<file path="config.mk">
export PLATFORM = sky130hd
export DESIGN_NAME = dcache_fill_ctrl
export DESIGN_NICKNAME = d
export VERILOG_FILES = /design/src/rtl/dcache_fill_ctrl.sv
export SDC_FILE = /design/constraint.sdc
export NUM_CORES = 1
export LEC_CHECK = 0
export CORE_MARGIN = 2
export CORE_UTILIZATION = 58
export CTS_CLUSTER_SIZE = 24
export DETAILED_ROUTE_END_ITERATION = 6
export GPL_TIMING_DRIVEN = 1
export HOLD_SLACK_MARGIN = 0.1
export PLACE_DENSITY = 0.87
export SLEW_MARGIN = 20
export SYNTH_ARGS = -nofsm -noshare
export SYNTH_HDL_FRONTEND = slang
export SYNTH_SLANG_ARGS = --single-unit
</file>
<file path="constraint.sdc">
create_clock -name clk -period 4.62 [get_ports clk]
set_clock_uncertainty 0.15 [all_clocks]
set_input_delay 0.924 -clock clk [delete_from_list [all_inputs] [get_ports clk]]
set_output_delay 0.924 -clock clk [all_outputs]
set_load 0.01 [all_outputs]
</file>
<file path="src/rtl/dcache_fill_ctrl.sv">
// dcache_fill_ctrl: miss/fill controller owning valid bits, victim choice and the line fill handshake of a 3-way 8-set tag bank
module dcache_fill_ctrl #(
   parameter int NWAYS = 3,
   parameter int NSETS = 8
) (
   input  logic             clk,
   input  logic             rst,
   input  logic             req_valid,
   input  logic [14:0]      req_addr,
   input  logic             flush,
   input  logic             hit,
   input  logic [1:0]       hit_way,
   input  logic             mem_ack,
   output logic [14:0]      tag_addr,
   output logic [NWAYS-1:0] valid,
   output logic [1:0]       update_way,
   output logic             mem_wren,
   output logic             mem_req,
   output logic [14:0]      mem_addr,
   output logic             stall,
   output logic             resp_hit,
   output logic [1:0]       resp_way
);
   typedef enum logic [1:0] {IDLE, REQ, FILL} state_t;
   state_t state, state_nxt;
   logic [NSETS-1:0][NWAYS-1:0] valid_r;
   logic [NSETS-1:0][1:0] rr_ptr;
   logic [14:0] miss_addr;
   logic [1:0] victim, victim_nxt;
   logic [2:0] req_set, miss_set;
   logic [NWAYS-1:0] set_valid;
   logic miss_full;
   assign req_set = req_addr[5:3];
   assign miss_set = miss_addr[5:3];
   assign tag_addr = (state == IDLE) ? req_addr : miss_addr;
   assign valid = valid_r[tag_addr[5:3]];
   assign set_valid = valid_r[req_set];
   assign victim_nxt = !set_valid[0] ? 2'd0 : !set_valid[1] ? 2'd1 : !set_valid[2] ? 2'd2 : rr_ptr[req_set];
   // A set that was full at miss time stays full until its fill, so fullness here means the victim came from rr_ptr
   assign miss_full = &valid_r[miss_set];
   assign update_way = victim;
   assign mem_addr = {miss_addr[14:3], 3'b000};
   assign resp_way = hit_way;
   // State register
   always_ff @(posedge clk or posedge rst)
      if (rst) state <= IDLE;
      else state <= state_nxt;
   // Next state and handshake outputs; outside IDLE everything is decoded from state alone
   always_comb begin
      state_nxt = state;
      stall = 1'b1;
      resp_hit = 1'b0;
      mem_req = 1'b0;
      mem_wren = 1'b0;
      unique case (state)
         IDLE: begin
            stall = flush | (req_valid & ~hit);
            resp_hit = ~flush & req_valid & hit;
            if (!flush && req_valid && !hit) state_nxt = REQ;
         end
         REQ: begin
            mem_req = 1'b1;
            if (mem_ack) state_nxt = FILL;
         end
         FILL: begin
            mem_wren = 1'b1;
            state_nxt = IDLE;
         end
         default: state_nxt = IDLE;
      endcase
   end
   // Valid bits, round-robin pointers and the latched miss
   always_ff @(posedge clk or posedge rst)
      if (rst) begin
         valid_r <= '0;
         rr_ptr <= '0;
         miss_addr <= '0;
         victim <= '0;
      end else if (state == IDLE && flush) begin
         valid_r <= '0;
         rr_ptr <= '0;
      end else if (state == IDLE && req_valid && !hit) begin
         miss_addr <= req_addr;
         victim <= victim_nxt;
      end else if (state == FILL) begin
         valid_r[miss_set][victim] <= 1'b1;
         if (miss_full) rr_ptr[miss_set] <= (rr_ptr[miss_set] == 2'd2) ? 2'd0 : rr_ptr[miss_set] + 2'd1;
      end
endmodule

</file>
# [Word level (Yosys, flattened, before mapping)]
# Index checks and enable logic that the tools add are counted.
[word_totals] reg_bits=59 input_bits=23
[classes] n_addsub=1 n_lt_le_gt_ge=6 n_eq_ne=6 muxes=36 n_bitwise=8 reduce_logical=17
[ops] op="2-to-1 mux 24 bit" count=3
[ops] op="2-to-1 mux 16 bit" count=4
[ops] op="binary-select mux 3 bit (select 3 bit)" count=3
[ops] op="OR 24 bit" count=1
[ops] op="2-to-1 mux 2 bit" count=9
[ops] op="bitwise mux 16 bit" count=1
[ops] op="2-to-1 mux 15 bit" count=1
[ops] op="binary-select mux 2 bit (select 3 bit)" count=2
[ops] op="< comparator 3 x 4 -> 1 bit (second input constant)" count=3
[ops] op="2-to-1 mux 3 bit" count=4
[ops] op="demux 3 bit (select 3 bit)" count=1
[ops] op="logical AND 1 bit" count=7
[ops] op="demux 2 bit (select 3 bit)" count=1
[ops] op="AND reduction 2 bit" count=3
[ops] op="AND reduction 3 bit" count=2
[ops] op="2-to-1 mux 1 bit" count=5
[ops] op="== test 2 bit (second input constant)" count=2
[ops] op="!= test 2 bit (second input constant)" count=2
[ops] op="case mux 2 bit (2 select lines)" count=1
[ops] op="nonzero test 2 bit" count=2
[ops] op="AND 1 bit" count=3
[ops] op="greater-or-equal comparator 3 x 1 -> 1 bit (second input constant)" count=1
[ops] op="< comparator 2 x 3 -> 1 bit (second input constant)" count=1
[ops] op="NOT 1 bit" count=3
[ops] op="8 further kinds" count=9

# [Depth between registers and ports, before layout]
[depth] ltp_word=10 ltp_mapped=9 depth_no_buf=6

# [Least setup slack after synthesis]
# OpenSTA, ideal clock, no wires.
[synth_timing] kind="input-to-output" startpoint="input req_addr[4]" endpoint="output valid[1]" arrival_time_ps=2288 required_ps=3546 path_slack_ps=1258 path_stages=6 cell_sequence="buf_1 mux2i_2 buf_4 mux2i_1 nand2_1 a31o_2"
[synth_via] elab_chain_cells=3
[synth_lines] item="start: declaration" line="9" source="input logic [14:0] req_addr,"
[synth_lines] item="2-to-1 mux 15 bit" line="35" source="assign tag_addr = (state == IDLE) ? req_addr : miss_addr;"
[synth_lines] item="binary-select mux 3 bit (select 3 bit)" line="36" source="assign valid = valid_r[tag_addr[5:3]];"
[synth_lines] item="2-to-1 mux 3 bit (implied by the code)" line="36"
[synth_lines] item="end: declaration" line="15" source="output logic [NWAYS-1:0] valid,"
# Every way passes these cells. The select of a mux whose other input is x is not followed.

# [Worst setup path after layout]
[layout_timing] startpoint="input req_addr[4]" endpoint="output valid[2]"
# The elaborated chain is that of the path after synthesis.

==> out/qor.csv <==
stage;metric;value;unit
pwr;power_density;365;mW/mm2
floorplan;start_util;0.609;
timing;rsz0062_at_grt;false;
cts;cts_setup_buffers;0;
synthesis;asyncSetResetFlopFracSynth;1.00;
cts;clk_path_buf_depth;2;
timing;fin_ws;0.542;ns
global_route;grt_pass1_vias;2998;
placement;dp_slack;0.569;ns
cts;clk_pin_slew;0.06;ns
placement;dpl_cell_area;0.00415;mm2
synthesis;syn_area;0.00367;mm2
pwr;switching_power;0.533;mW
finish;syn2layout_area_growth;17.5;%
finish;utilization;0.715;
global_route;grt_pass1_wl;15300;um
timing;finalMaxSlewViolations;0;
pwr;p_int;1.04;mW
finish;final_nets;407;
cts;cts_resized;0;
cts;root_buffer;clkbuf_8;
routing;wl_met2;4280;um
routing;routed_wl;9260;um
placement;dp_hpwl;6600;um
floorplan;num_rows;28;
timing;fmax;245;MHz
routing;drt-initial-drc-count;309;
global_route;grt_max_degree;36;
worst_setup_path;crit_arrival;3.00;ns
global_route;grt_overflow;0;
synthesis;ys_warn_count;0;
status;outcome;finished, final reports clean;
floorplan;ios;64;
worst_setup_path;cp_max_fo;16;
pwr;p_total;1.57;mW
floorplan;die_w;83.5;um
timing;max-slew-margin-rel;0.342;
pwr;p_clk_frac;0.255;
worst_setup_path;cp.required;3.55;ns
routing;drt-met1-wl;3680;um
cts;htreeDepth;3;
synthesis;avgSynthCellArea;10.6;um2
routing;dr.pass1.iters;6;
synthesis;synth-edff-count;0;
floorplan;die_area;0.00698;mm2
floorplan;die_h;83.5;um
timing;min_period_over_period;0.883;
timing;post-route-min-period;4.08;ns
placement;place_congestion;0.905;
synthesis;netlist-cell-type-count;57;
worst_setup_path;start_kind;input port;
placement;numPortBuffers;56;
pwr;p_leak;1.89;nW
worst_setup_path;crit_start;req_addr[4];
synthesis;ys_seq_area_frac;0.402;
cts;cts_buffers;9;
worst_setup_path;rr_startpoint;miss_addr[4];
synthesis;syn_inst;345;
routing;vias_per_cell;6.54;
finish;final_cell_area;0.00431;mm2
worst_setup_path;critical_path.endpoint_type;output port;
timing;hold_violations;0;
run;maxCapViolCount;0;
pwr;p_seq_frac;0.389;
floorplan;coreArea;0.00603;mm2
routing;wire_per_inst;20.0;um
routing;drc_errors;0;
timing;fin_tns_setup;0;ns
cts;clk_latency;0.35;ns
min_path;worstHoldStart;miss_addr[0];
routing;maxUsedRoutingLayer;met4;
finish;drive_above_1_share;0.206;
timing;worst_slew_pin_slew;0.985;ns
pwr;switching_share;0.339;
routing;antenna_left;0;
min_path;hold_class;register to register;
routing;dr_total_vias;3026;
routing;route.met3.wl;1020;um
timing;setup_violations;0;
pwr;combPwrFrac;0.356;
synthesis;synth-seq-cells;59;
cts;cts_sinks;59;
cts;tritoncts;yes;
pwr;vdd_drop_max;254;uV
global_route;globalRouteTotalUtil;0.279;
finish;antennaDiodeCount;0;
cts;ctsHoldBuffers;0;
synthesis;synthFlopType;dfrtp_1;
worst_setup_path;path_class;input port to output port;
global_route;antenna_found_initial;0;
==> critical path, cell delays in order <==
cell and delay, ns:
clkdlybuf4s50_1 0.44, mux2i_2 0.21, buf_4 0.28, nor2b_1 0.08, a211oi_1 0.26, a211oi_1 0.10, a31o_1 0.23, clkdlybuf4s50_1 0.47
==> cells by family after synthesis <==
group,Yosys count,synth area share
and+or+nand+nor,94,0.142
AOI/OAI and AO/OA,75,0.144
muxes,68,0.233
DFF,59,0.402
buffers and inverters,48,0.0778
other,1,0.00102
==> through the flow <==
step	hold WS, ns	std cells
4_1_cts	0.367	463
2_1_floorplan	0.322	347
3_3_place_gp	0.334	448
6_report	0.364	463
3_5_place_dp	0.352	448
5_1_grt	0.380	463
==> final cells by class <==
cell class	count	area, um2
flip-flops and latches	59	1480
inverters	8	30.0
well taps	75	93.8
multi-input cells	240	1910
clock inverters	3	15.0
repair buffers	66	636
fillers	438	1720
clock buffers	12	145
==> cell usage in the layout, fill, tap and decap left out, types with 4 or more instances in the layout <==
master           synthesis  routed
nand3_1                  6       6
a211oi_1                 6       6
clkdlybuf4s50_1          0      56
a32o_1                   9       9
mux2_2                  33      33
dfrtp_1                 59      59
mux4_2                  10      10
inv_1                    8       7
mux2i_1                 23      23
o21ai_0                  5       5
nor2_1                  26      26
a21oi_1                 27      27
buf_4                   18      10
clkbuf_8                 0      10
nor3b_1                  4       4
nor2b_1                  8       8
nand2_1                 22      22
a22o_1                   4       4
==> state kept, by name, summed over array words and instances (netlist names) <==
register,cells
miss_addr,15
rr_ptr,16
state,2
update_way,2
valid_r,24
==> metal layers <==
| layer | track usage | up-vias |
|---|---|---|
| li1 | - | 1323 |
| met1 | 0.370 | 1441 |
| met2 | 0.435 | 225 |
| met3 | 0.0643 | 37 |
| met4 | 0.139 | 0 |
| met5 | 0 | - |
==> synth_stat cells, types with 8 or more instances <==
library cell,n,area [um2]
a21oi_1,27,135
a32o_1,9,90.1
inv_1,8,30.0
nor2b_1,8,50.1
mux2i_1,23,230
nand2_1,22,82.6
clkbuf_1,10,37.5
buf_4,18,135
mux2_2,33,372
nor2_1,26,97.6
dfrtp_1,59,1480
mux4_2,10,225
==> power groups by stage <==
stage	sequential, mW	combinational, mW	clock, mW
after detailed placement	0.620	0.554	0
after floorplan	0.611	0.389	0
after global placement	0.616	0.542	0
after CTS	0.610	0.556	0.402
after global routing	0.618	0.595	0.435
final	0.611	0.560	0.401
==> final timing paths <==
check | slack [ns] | cells past startpoint | end
min reg2reg | 0.36 | 1 | miss_addr[0]
min | 0.36 | 1 | miss_addr[0]
max | 0.54 | 8 | valid[2]
min in group asynchronous | 0.78 | 2 | miss_addr[9]
max in group asynchronous | 2.71 | 3 | rr_ptr[8]
max reg2reg | 2.02 | 7 | rr_ptr[8]
(Power assumes the default switching activity.)
